[src/rtl/serial_adder_ctrl_if.sv]
// Request/response bundle between an add requester and the bit-serial adder.
// The requester drives operands and start; the adder returns status and result.
interface serial_adder_ctrl_if #(
    parameter int WIDTH = 8
);
    logic             start;
    logic [WIDTH-1:0] a;
    logic [WIDTH-1:0] b;
    logic             ready;
    logic             busy;
    logic             done;
    logic [WIDTH-1:0] sum;
    logic             cout;

    modport master (output start, a, b, input ready, busy, done, sum, cout);
    modport slave  (input start, a, b, output ready, busy, done, sum, cout);
endinterface

[src/rtl/serial_adder_ctrl.sv]
// Bit-serial adder sequencer: one full-adder cell with a registered carry is
// walked LSB to MSB, one bit per clock, then the result is published with done.
module serial_adder_ctrl #(
    parameter int WIDTH = 8
) (
    input  logic                 clk,
    input  logic                 rst,
    serial_adder_ctrl_if.slave   bus
);
    localparam int CW = $clog2(WIDTH) + 1;

    typedef enum logic [1:0] {
        IDLE = 2'd0,
        RUN  = 2'd1,
        DONE = 2'd2
    } state_t;

    state_t           state;
    logic [CW-1:0]    cnt;
    logic [WIDTH-1:0] a_sr;
    logic [WIDTH-1:0] b_sr;
    logic [WIDTH-1:0] s_sr;
    logic [WIDTH-1:0] s_nxt;
    logic             c;

    logic             ready_r;
    logic             busy_r;
    logic             done_r;
    logic [WIDTH-1:0] sum_r;
    logic             cout_r;

    logic p, g1, s, g2, c_nxt;

    // Two half adders plus an OR form the shared full-adder cell.
    always_comb begin
        p     = a_sr[0] ^ b_sr[0];
        g1    = a_sr[0] & b_sr[0];
        s     = p ^ c;
        g2    = p & c;
        c_nxt = g1 | g2;
        s_nxt = s_sr >> 1;
        s_nxt[WIDTH-1] = s;
    end

    always_ff @(posedge clk) begin
        if (rst) begin
            state   <= IDLE;
            cnt     <= '0;
            a_sr    <= '0;
            b_sr    <= '0;
            s_sr    <= '0;
            c       <= 1'b0;
            sum_r   <= '0;
            cout_r  <= 1'b0;
            ready_r <= 1'b1;
            busy_r  <= 1'b0;
            done_r  <= 1'b0;
        end else begin
            case (state)
                IDLE: begin
                    if (bus.start) begin
                        state   <= RUN;
                        a_sr    <= bus.a;
                        b_sr    <= bus.b;
                        s_sr    <= '0;
                        c       <= 1'b0;
                        cnt     <= '0;
                        ready_r <= 1'b0;
                        busy_r  <= 1'b1;
                    end
                end
                RUN: begin
                    a_sr <= a_sr >> 1;
                    b_sr <= b_sr >> 1;
                    s_sr <= s_nxt;
                    c    <= c_nxt;
                    cnt  <= cnt + CW'(1);
                    // Last bit: publish straight from the combinational next value.
                    if (cnt == CW'(WIDTH - 1)) begin
                        state  <= DONE;
                        sum_r  <= s_nxt;
                        cout_r <= c_nxt;
                        busy_r <= 1'b0;
                        done_r <= 1'b1;
                    end
                end
                DONE: begin
                    state   <= IDLE;
                    done_r  <= 1'b0;
                    ready_r <= 1'b1;
                end
                default: begin
                    state   <= IDLE;
                    ready_r <= 1'b1;
                    busy_r  <= 1'b0;
                    done_r  <= 1'b0;
                end
            endcase
        end
    end

    assign bus.ready = ready_r;
    assign bus.busy  = busy_r;
    assign bus.done  = done_r;
    assign bus.sum   = sum_r;
    assign bus.cout  = cout_r;
endmodule

[src/flat_wrapper.sv]
// flat-port wrapper written by rule: the top's interface ports become plain ports
module serial_adder_ctrl_flat 
#(
    parameter int WIDTH = 8
)
  (clk, rst, bus_start, bus_a, bus_b, bus_ready, bus_busy, bus_done, bus_sum, bus_cout);
  serial_adder_ctrl_if #(.WIDTH(WIDTH)) bus_i ();
  input  logic clk;
  input  logic rst;
  input wire logic [$bits(bus_i.start)-1:0] bus_start;
  input wire logic [$bits(bus_i.a)-1:0] bus_a;
  input wire logic [$bits(bus_i.b)-1:0] bus_b;
  output wire logic [$bits(bus_i.ready)-1:0] bus_ready;
  output wire logic [$bits(bus_i.busy)-1:0] bus_busy;
  output wire logic [$bits(bus_i.done)-1:0] bus_done;
  output wire logic [$bits(bus_i.sum)-1:0] bus_sum;
  output wire logic [$bits(bus_i.cout)-1:0] bus_cout;
  assign bus_i.start = bus_start;
  assign bus_i.a = bus_a;
  assign bus_i.b = bus_b;
  assign bus_ready = bus_i.ready;
  assign bus_busy = bus_i.busy;
  assign bus_done = bus_i.done;
  assign bus_sum = bus_i.sum;
  assign bus_cout = bus_i.cout;
  serial_adder_ctrl #(.WIDTH(WIDTH)) u_core (.clk(clk), .rst(rst), .bus(bus_i));
endmodule
[config.mk]
export PLATFORM = sky130hd
export DESIGN_NAME = serial_adder_ctrl_flat
export DESIGN_NICKNAME = d
export VERILOG_FILES = /design/src/rtl/serial_adder_ctrl_if.sv /design/src/rtl/serial_adder_ctrl.sv /design/src/flat_wrapper.sv
export SDC_FILE = /design/constraint.sdc
export NUM_CORES = 1
export LEC_CHECK = 0
export ABC_AREA = 0
export BUFFER_PORTS_ARGS = -buffer_cell sky130_fd_sc_hd__clkbuf_2
export CAP_MARGIN = 20
export CORE_MARGIN = 2
export CORE_UTILIZATION = 23
export CTS_BUF_LIST = sky130_fd_sc_hd__clkbuf_16
export CTS_CLUSTER_DIAMETER = 150
export DETAILED_ROUTE_END_ITERATION = 10
export GPL_TIMING_DRIVEN = 0
export SYNTH_ARGS = -nofsm -noshare
export SYNTH_HDL_FRONTEND = slang
export SYNTH_SLANG_ARGS = --single-unit
[constraint.sdc]
create_clock -name clk -period 1.6 [get_ports clk]
set_input_delay 0.16 -clock clk [delete_from_list [all_inputs] [get_ports clk]]
set_output_delay 0.16 -clock clk [all_outputs]
set_load 0.02 [all_outputs]
==> metrics, run 1 <==
first-pass GRT wire length 7600 µm; type of destination of the critical path flop; drc violations 0; Post-Synth XOR/XNOR Area 0%; buffer depth of the longest clock path 2; Period minus WS final 1.44 ns; post-CTS setup buffers 0; max incr delay on CP 0.41 ns; clock share of power 46.0%; Std-Cell Rows 32; Vias 1632; number of global-route vias before repair 1583; syn_area_per_cell 9.02 µm²; PwrDens 1090 nW/µm²; initial antenna violation count 0; total power 2510 µW; Resized Gates After CTS 0; Avg WL per Cell 13.5 µm; # hold bufs at CTS 0; status finished clean; layout cells sized above 1 22.6%; IO buf count 30; clk slew on worst S/H paths 0.06 ns; Worst Path Required 1.80 ns; number of synthesized flops with an enable pin 0; Final WS setup 0.155 ns; f_max 692 MHz; Internal 1920 µW; sequential fraction of the synthesis area 45.5%; Sw Share 23.4%; mux cell area share after synthesis 0.609%; asr flop ratio synth 0%; R2R cell count 5; CTS tree yes; Max Clock Skew 0.00599 ns; initial DRC count 65; # IOs 31; Compound-Gate Fraction of Synth Area 28.5%; Yosys warning total 0; crit share post-route 90.3%; combinational family with the most area after synthesis compound AO/OA/AOI/OAI gates; crit start category flop; Root Driver clkbuf_16; switching pwr 586 µW; Crit path arrival time 1.64 ns; die height 93.7 µm; Worst Tran Pin Value 0.496 ns; Critical Path Source u_core.cnt[0]; GRT overflow 0; router iterations before antenna repair 4; Worst R2R Start u_core.cnt[0]; cell area after technology mapping 1850 µm²; R2R setup slack 0.16 ns; vias per cell 4.73; antenna viol nets, final 0; GRT Total Usage 11.3%; Comb power frac 9.0%; synthesized flop and latch total 42; RSZ-0062 raised after global routing no; Final Setup Violations 0; R2R Path End u_core.state[0]; setup TNS 0 ns; Crit Path Class flop to flop; Max H-tree Level 2; worst slack, placed 0.167 ns; die area 8770 µm²; Final #Nets 263; initial core utilization 23.8%; Slowest-stage cell, CP clkbuf_1; detailed-route wire length 4670 µm; Max-Cap Viols 0; syn nets 226; GPL Wtd Cong 0.750; Synth Flop Type dfxtp_1; worst hold path type primary input to flop; Synth cell types 38; Post-Synthesis Cells 205; part of the power in registers 45.0%; P&R area growth vs syn 24.0%; pin count of the biggest net entering global routing 14; Critical Path End u_core.state[0]; core area 7770 µm²; final slew viol count 0; Adder-Cell Fraction of Synth Area 1.76%; hpwl dp 3310 µm; ant diodes 0; Leak Pwr 0.000885 µW; worst vdd ir 0.404 mV; simple-gate portion of the synthesized area 17.4%; Clock Sinks 42; clk_lat worst skew 0.29 ns; worst-path maximum fanout 10; max_slew headroom 66.9%; Final Hold Viols 0; total CTS buffers 5; die width 93.7 µm; CP cell instances ha_1 > nand3b_1 > clkbuf_1 > nor2_1 > nor4_1
[power by group through the flow]
stage                     combinational [µW]  clock [µW]  sequential [µW]
final                                    226        1150             1130
after detailed placement                 227           0             1150
after floorplan                          152           0             1150
after global placement                   222           0             1150
after global routing                     253        1230             1130
after CTS                                229        1180             1130
[cells in the mapped netlist (2+ instances only)]
cell type	instances	share of area [%]
a21oi_1	20	5.4
a22o_1	10	4.7
buf_2	5	1.4
buf_6	2	1.2
clkbuf_1	7	1.4
dfxtp_1	42	45
inv_1	7	1.4
nand2_1	11	2.2
nand2b_1	4	1.4
nand3_1	4	1.1
nor2_1	10	2.0
nor2_2	2	0.68
nor2b_1	8	2.7
o211ai_1	5	2.0
o21ai_0	18	4.9
o21ai_1	8	2.2
o221a_2	2	1.2
o221ai_1	11	5.2
o22ai_1	2	0.68
or3b_1	8	3.8
or3b_2	2	0.95
[cell usage in the layout, fill, tap and decap left out, types with 2 or more instances in the layout]
cell        n
o21ai_0    18
clkbuf_16   5
nand3_1     4
dfxtp_1    42
buf_2       5
or3b_1      8
nor2b_1     8
inv_1       8
o221ai_1   11
clkbuf_2   31
a22o_1     10
o211ai_1    5
o221a_2     2
buf_6       2
nor2_2      2
a21oi_1    20
clkbuf_1    7
o21ai_1     8
or3b_2      2
nand2b_1    4
nor2_1     10
o22ai_1     2
nand2_1    11
[final cells by class]
cell class,instances,area [µm²]
Fill cell,851,5470
Multi-Input combinational cell,139,892
Sequential cell,42,841
Timing Repair Buffer,30,150
Tap cell,102,128
Clock buffer,5,125
Buffer,17,90.1
Clock inverter,3,41.3
Inverter,7,26.3
[per-stage QoR]
step	utilization (%)	area [µm²]	cells	hold WS, ns
6_report	29.5	2290	345	0.163
5_1_grt	29.5	2290	345	0.189
4_1_cts	29.5	2290	345	0.162
3_5_place_dp	27.4	2130	337	0.464
3_3_place_gp	27.4	2130	337	0.458
2_1_floorplan	-	1850	205	0.335
[flip-flops by register name, indices dropped and copies added, names as in the netlist]
signal            cells
u_core.bus.sum        8
u_core.bus.done       1
u_core.a_sr           8
u_core.c              1
u_core.b_sr           8
u_core.bus.busy       1
u_core.cnt            4
u_core.bus.cout       1
u_core.bus.ready      1
u_core.s_sr           7
u_core.state          2
[worst min-delay path by stage]
stage                     depth (start not counted)      from  slack (ns)                 to
final                                             3  bus_a[7]        0.16     u_core.a_sr[7]
after global routing                              3  bus_b[7]        0.19     u_core.b_sr[7]
after CTS                                         3  bus_a[7]        0.16     u_core.a_sr[7]
after detailed placement                          3  bus_a[7]        0.46     u_core.a_sr[7]
after global placement                            3  bus_a[7]        0.46     u_core.a_sr[7]
after floorplan                                   3       rst        0.33  u_core.bus.sum[1]
[cell families after synthesis]
group	count (synthesis)
compound gates	81
fa+ha+maj	2
buf+inv	24
flops	42
mux	1
simple gates	55
[metal layers]
layer | wire length [µm] | track usage (%) | vias up
met5 | 0 | 0 | -
met1 | 2140 | 13.8 | 777
met3 | 199 | 2.81 | 8
met4 | 102 | 5.43 | 0
li1 | - | - | 821
met2 | 2220 | 18.5 | 26
[critical path: cells and delay by family, from the launching register on]
family,cells,cell delay (ns)
simple gates,3,0.38
buf+inv,1,0.41
fa+ha+maj,1,0.23
flops,1,0.33
Power figures use the tool's default switching activity.
==> run 2: changes to the inputs <==
--- a/config.mk
+++ b/config.mk
@@ -14,6 +14,7 @@
 export CTS_CLUSTER_DIAMETER = 150
 export DETAILED_ROUTE_END_ITERATION = 10
 export GPL_TIMING_DRIVEN = 0
+export RECOVER_POWER = 100
 export SYNTH_ARGS = -nofsm -noshare
 export SYNTH_HDL_FRONTEND = slang
 export SYNTH_SLANG_ARGS = --single-unit
==> metrics, run 2 (same netlist as run 1, synthesis figures left out) <==
total CTS buffers 5; number of global-route vias before repair 1583; top routing layer used met4; Hold EP u_core.a_sr[7]; layout cells sized above 1 16.5%; worst hold path type primary input to flop; most frequent cells in the layout dfxtp_1, o21ai_0, clkbuf_2, clkbuf_1, a21oi_1; Worst Path Required 1.82 ns; die height 93.7 µm; drc violations 0; commonest non-fill, non-tap cell in the layout dfxtp_1; GPL Wtd Cong 0.750; hpwl dp 3310 µm; initial DRC count 91; hold path startpoint bus_a[7]; Root Driver clkbuf_16; Inst Count DP 337; worst slack, placed 0.167 ns; initial antenna violation count 0; Crit Path Class flop to flop; Max-Cap Viols 0; Slowest-stage cell, CP clkbuf_1; Final WS setup 0.137 ns; R2R setup slack 0.14 ns; crit start category flop; router iterations before antenna repair 4; Crit path arrival time 1.68 ns; # IOs 31; met1 WL 2170 µm; R2R Path End u_core.bus.busy; Final Core Density 29.2%; worst-path maximum fanout 10; core area 7770 µm²; Avg WL per Cell 13.5 µm; R2R cell count 5; Max Clock Skew 0.00389 ns; vias per cell 4.71; Leak Pwr 0.000843 µW; antenna viol nets, final 0; final slew viol count 0; detailed-route wire length 4670 µm; setup TNS 0 ns; crit share post-route 91.5%; Finished Layout Cells 345; CTS tree yes; Std-Cell Rows 32; Max H-tree Level 2; post-CTS setup buffers 0; ant diodes 0; P&R area growth vs syn 22.5%; Final Setup Violations 0; hold path depth 3; DR WL met2 2240 µm; met3 routed WL 193 µm; f_max 683 MHz; buffer depth of the longest clock path 2; GRT overflow 0; status finished clean; PwrDens 1100 nW/µm²; Period minus WS final 1.46 ns; Worst R2R Start u_core.cnt[0]; worst vdd ir 0.398 mV; IO buf count 30; die area 8770 µm²; Final Hold Viols 0; type of destination of the critical path flop; CP cell instances ha_1 > nand3b_1 > clkbuf_1 > nand3_1 > a21oi_1; first-pass GRT wire length 7600 µm; Critical Path Stages 5; max incr delay on CP 0.41 ns; initial core utilization 23.8%; Vias 1624; max_slew headroom 62.1%; Final #Nets 263; GRT Total Usage 11.3%; Largest delay share family, worst path buffers and inverters; RSZ-0062 raised after global routing no; clk_lat worst skew 0.28 ns; Clock Sinks 42; Resized Gates After CTS 0; pin count of the biggest net entering global routing 14; # hold bufs at CTS 0; CP bufs+invs 1; clk slew on worst S/H paths 0.06 ns; die width 93.7 µm; Worst Tran Pin Value 0.567 ns
==> run 2: cell count changes in the layout (fill, tap and decap cells not counted), moves of 7 or more <==
cell / change
clkbuf_2: -10
o21ai_0: +7
o21ai_1: -7
clkbuf_1: +14
==> run 2: worst max path at each step <==
stage | from | endpoint | slack, ns
3_5_place_dp | u_core.cnt[0] | u_core.state[0] | 0.17
6_report | u_core.cnt[0] | u_core.bus.busy | 0.14
3_3_place_gp | u_core.cnt[0] | u_core.bus.busy | 0.19
2_1_floorplan | u_core.state[1] | u_core.a_sr[4] | 0.41
4_1_cts | u_core.cnt[0] | u_core.bus.busy | 0.15
5_1_grt | u_core.cnt[0] | u_core.bus.cout | 0.03
==> run 2: per-layer routing <==
layer  track usage [%]  vias up
met5                 0        -
met4              5.43        0
met3              2.81        4
met2              18.5       29
met1              13.8      771
li1                  -      820
==> run 2: per-stage QoR <==
| step | total power (µW) | hold slack, ns | area [µm²] |
|---|---|---|---|
| 6_report | 2500 | 0.170 | 2270 |
| 5_1_grt | 2610 | 0.189 | 2270 |
| 4_1_cts | 2540 | 0.162 | 2290 |
| 3_5_place_dp | 1380 | 0.464 | 2130 |
| 3_3_place_gp | 1370 | 0.458 | 2130 |
| 2_1_floorplan | 1300 | 0.335 | 1850 |
==> run 2: layout make-up <==
type,count,area (µm²)
Timing Repair Buffer,30,135
Sequential cell,42,841
Tap cell,102,128
Fill cell,855,5500
Buffer,17,80.1
Multi-Input combinational cell,139,890
Clock inverter,3,41.3
Inverter,7,26.3
Clock buffer,5,125
==> run 2: power by group <==
part	switching, µW	internal [µW]	total [µW]
clock network	421	731	1150
logic	126	96.6	223
registers	35.3	1090	1130
==> run 2: worst register-to-register path, cell delays in order, from the launching register on <==
cell and delay, ns:
dfxtp_1 0.33, ha_1 0.22, nand3b_1 0.14, clkbuf_1 0.41, nand3_1 0.15, a21oi_1 0.14
==> run 3: changes to the inputs <==
--- a/config.mk
+++ b/config.mk
@@ -9,11 +9,11 @@
 export BUFFER_PORTS_ARGS = -buffer_cell sky130_fd_sc_hd__clkbuf_2
 export CAP_MARGIN = 20
 export CORE_MARGIN = 2
-export CORE_UTILIZATION = 23
+export CORE_UTILIZATION = 50
 export CTS_BUF_LIST = sky130_fd_sc_hd__clkbuf_16
 export CTS_CLUSTER_DIAMETER = 150
 export DETAILED_ROUTE_END_ITERATION = 10
-export GPL_TIMING_DRIVEN = 0
+export PLACE_DENSITY = 0.72
 export RECOVER_POWER = 100
 export SYNTH_ARGS = -nofsm -noshare
 export SYNTH_HDL_FRONTEND = slang
==> metrics, run 3 (same netlist as run 1, synthesis figures left out) <==
initial antenna violation count 0; Vias 1574; Worst Tran Pin Value 0.452 ns; post-CTS setup buffers 0; number of global-route vias before repair 1502; # hold bufs at CTS 0; Final #Nets 253; CP cell instances nand2b_4 > or2_1 > o21ai_0; antenna viol nets, final 0; most frequent cells in the layout dfxtp_1, o21ai_0, a21oi_1; hold path depth 3; Final WS setup 0.200 ns; final slew viol count 0; layout cells sized above 1 17.2%; type of destination of the critical path flop; initial core utilization 51.3%; Worst Path Required 1.80 ns; Crit Path Class flop to flop; hold path startpoint bus_a[7]; ant diodes 0; Final Core Density 59.4%; PwrDens 1070 nW/µm²; crit start category flop; max incr delay on CP 0.46 ns; Resized Gates After CTS 0; clk slew on worst S/H paths 0.06 ns; detailed-route wire length 4000 µm; GPL Wtd Cong 0.748; Fillers 337; worst hold path type primary input to flop; Final Setup Violations 0; worst vdd ir 0.644 mV; router iterations before antenna repair 4; Root Driver clkbuf_16; setup TNS 0 ns; clk_lat worst skew 0.28 ns; R2R cell count 3; worst slack, placed 0.248 ns; Max-Cap Viols 0; pin count of the biggest net entering global routing 27; Avg WL per Cell 14.2 µm; die height 64.8 µm; P&R area growth vs syn 15.8%; CTS tree yes; worst-path maximum fanout 26; Hold EP u_core.a_sr[7]; R2R Path End u_core.bus.sum[6]; die width 64.8 µm; Slowest-stage cell, CP dfxtp_1; hpwl dp 2570 µm; IO buf count 30; GRT Total Usage 21.3%; GRT overflow 0; die area 4200 µm²; Period minus WS final 1.40 ns; buffer depth of the longest clock path 2; max_slew headroom 69.8%; Worst R2R Start u_core.state[0]; Final Hold Viols 0; Crit path arrival time 1.60 ns; RSZ-0062 raised after global routing no; Leak Pwr 0.000822 µW; Max Clock Skew 0.00444 ns; # IOs 31; crit share post-route 87.5%; commonest non-fill, non-tap cell in the layout dfxtp_1; R2R setup slack 0.20 ns; total CTS buffers 5; drc violations 0; initial DRC count 109; Clock Sinks 42; f_max 714 MHz; vias per cell 5.60; Max H-tree Level 2; first-pass GRT wire length 6930 µm; Std-Cell Rows 22; status finished clean; core area 3610 µm²
[run 3: cell types whose count changed in the layout (fill, tap and decap cells not counted), sizes merged]
cell | before | now
bufinv | 1 | 0
clkinvlp | 1 | 0
buf | 5 | 6
clkbuf | 47 | 36
clkinv | 0 | 2
[run 3: metrics by stage]
| stage | instance area [µm²] | cells | hold slack [ns] | total power (µW) |
|---|---|---|---|---|
| global placement | 2020 | 273 | 0.447 | 1360 |
| CTS | 2160 | 281 | 0.178 | 2300 |
| detailed placement | 2020 | 273 | 0.455 | 1360 |
| floorplan | 1850 | 205 | 0.335 | 1300 |
| finish | 2140 | 281 | 0.175 | 2280 |
| global route | 2140 | 281 | 0.206 | 2380 |
[run 3: critical path: cells and delay by family, from the launching register on]
kind | cells | cell delay (ns)
flip-flops | 1 | 0.46
AO/OA/AOI/OAI | 1 | 0.20
AND/OR/NAND/NOR | 2 | 0.66
[run 3: area by class of cell]
cell class	instances	area, µm²	share of cell area [%]
multi-input cells	139	892	41.6
flip-flops and latches	42	841	39.3
repair buffers	37	185	8.64
clock buffers	5	125	5.84
well taps	48	60.1	2.80
inverters	7	26.3	1.23
clock inverters	3	12.5	0.584
[run 3: worst max-delay path by stage]
stage	startpoint	to	slack [ns]	cells after the start
floorplan	u_core.state[1]	u_core.a_sr[4]	0.41	4
global placement	u_core.state[1]	u_core.bus.sum[0]	0.27	3
detailed placement	u_core.state[0]	u_core.bus.sum[0]	0.25	3
CTS	u_core.state[0]	u_core.bus.sum[0]	0.21	3
global route	u_core.state[0]	u_core.bus.sum[5]	0.05	3
finish	u_core.state[0]	u_core.bus.sum[6]	0.20	3
[run 3: report_power, final]
part           switching [µW]  total [µW]  internal, µW  leakage (µW)
Sequential               37.7        1130          1090      0.000344
Combinational             118         212          93.8      0.000406
Clock                     377         940           563     0.0000724
Total                     533        2280          1750      0.000822
[run 3: metal layers]
metal,up-vias,wire length (µm),track usage [%]
met4,0,53,7.98
met2,24,1870,34.7
met5,-,0,0
met3,5,118,4.69
li1,799,-,-
met1,746,1960,27.5
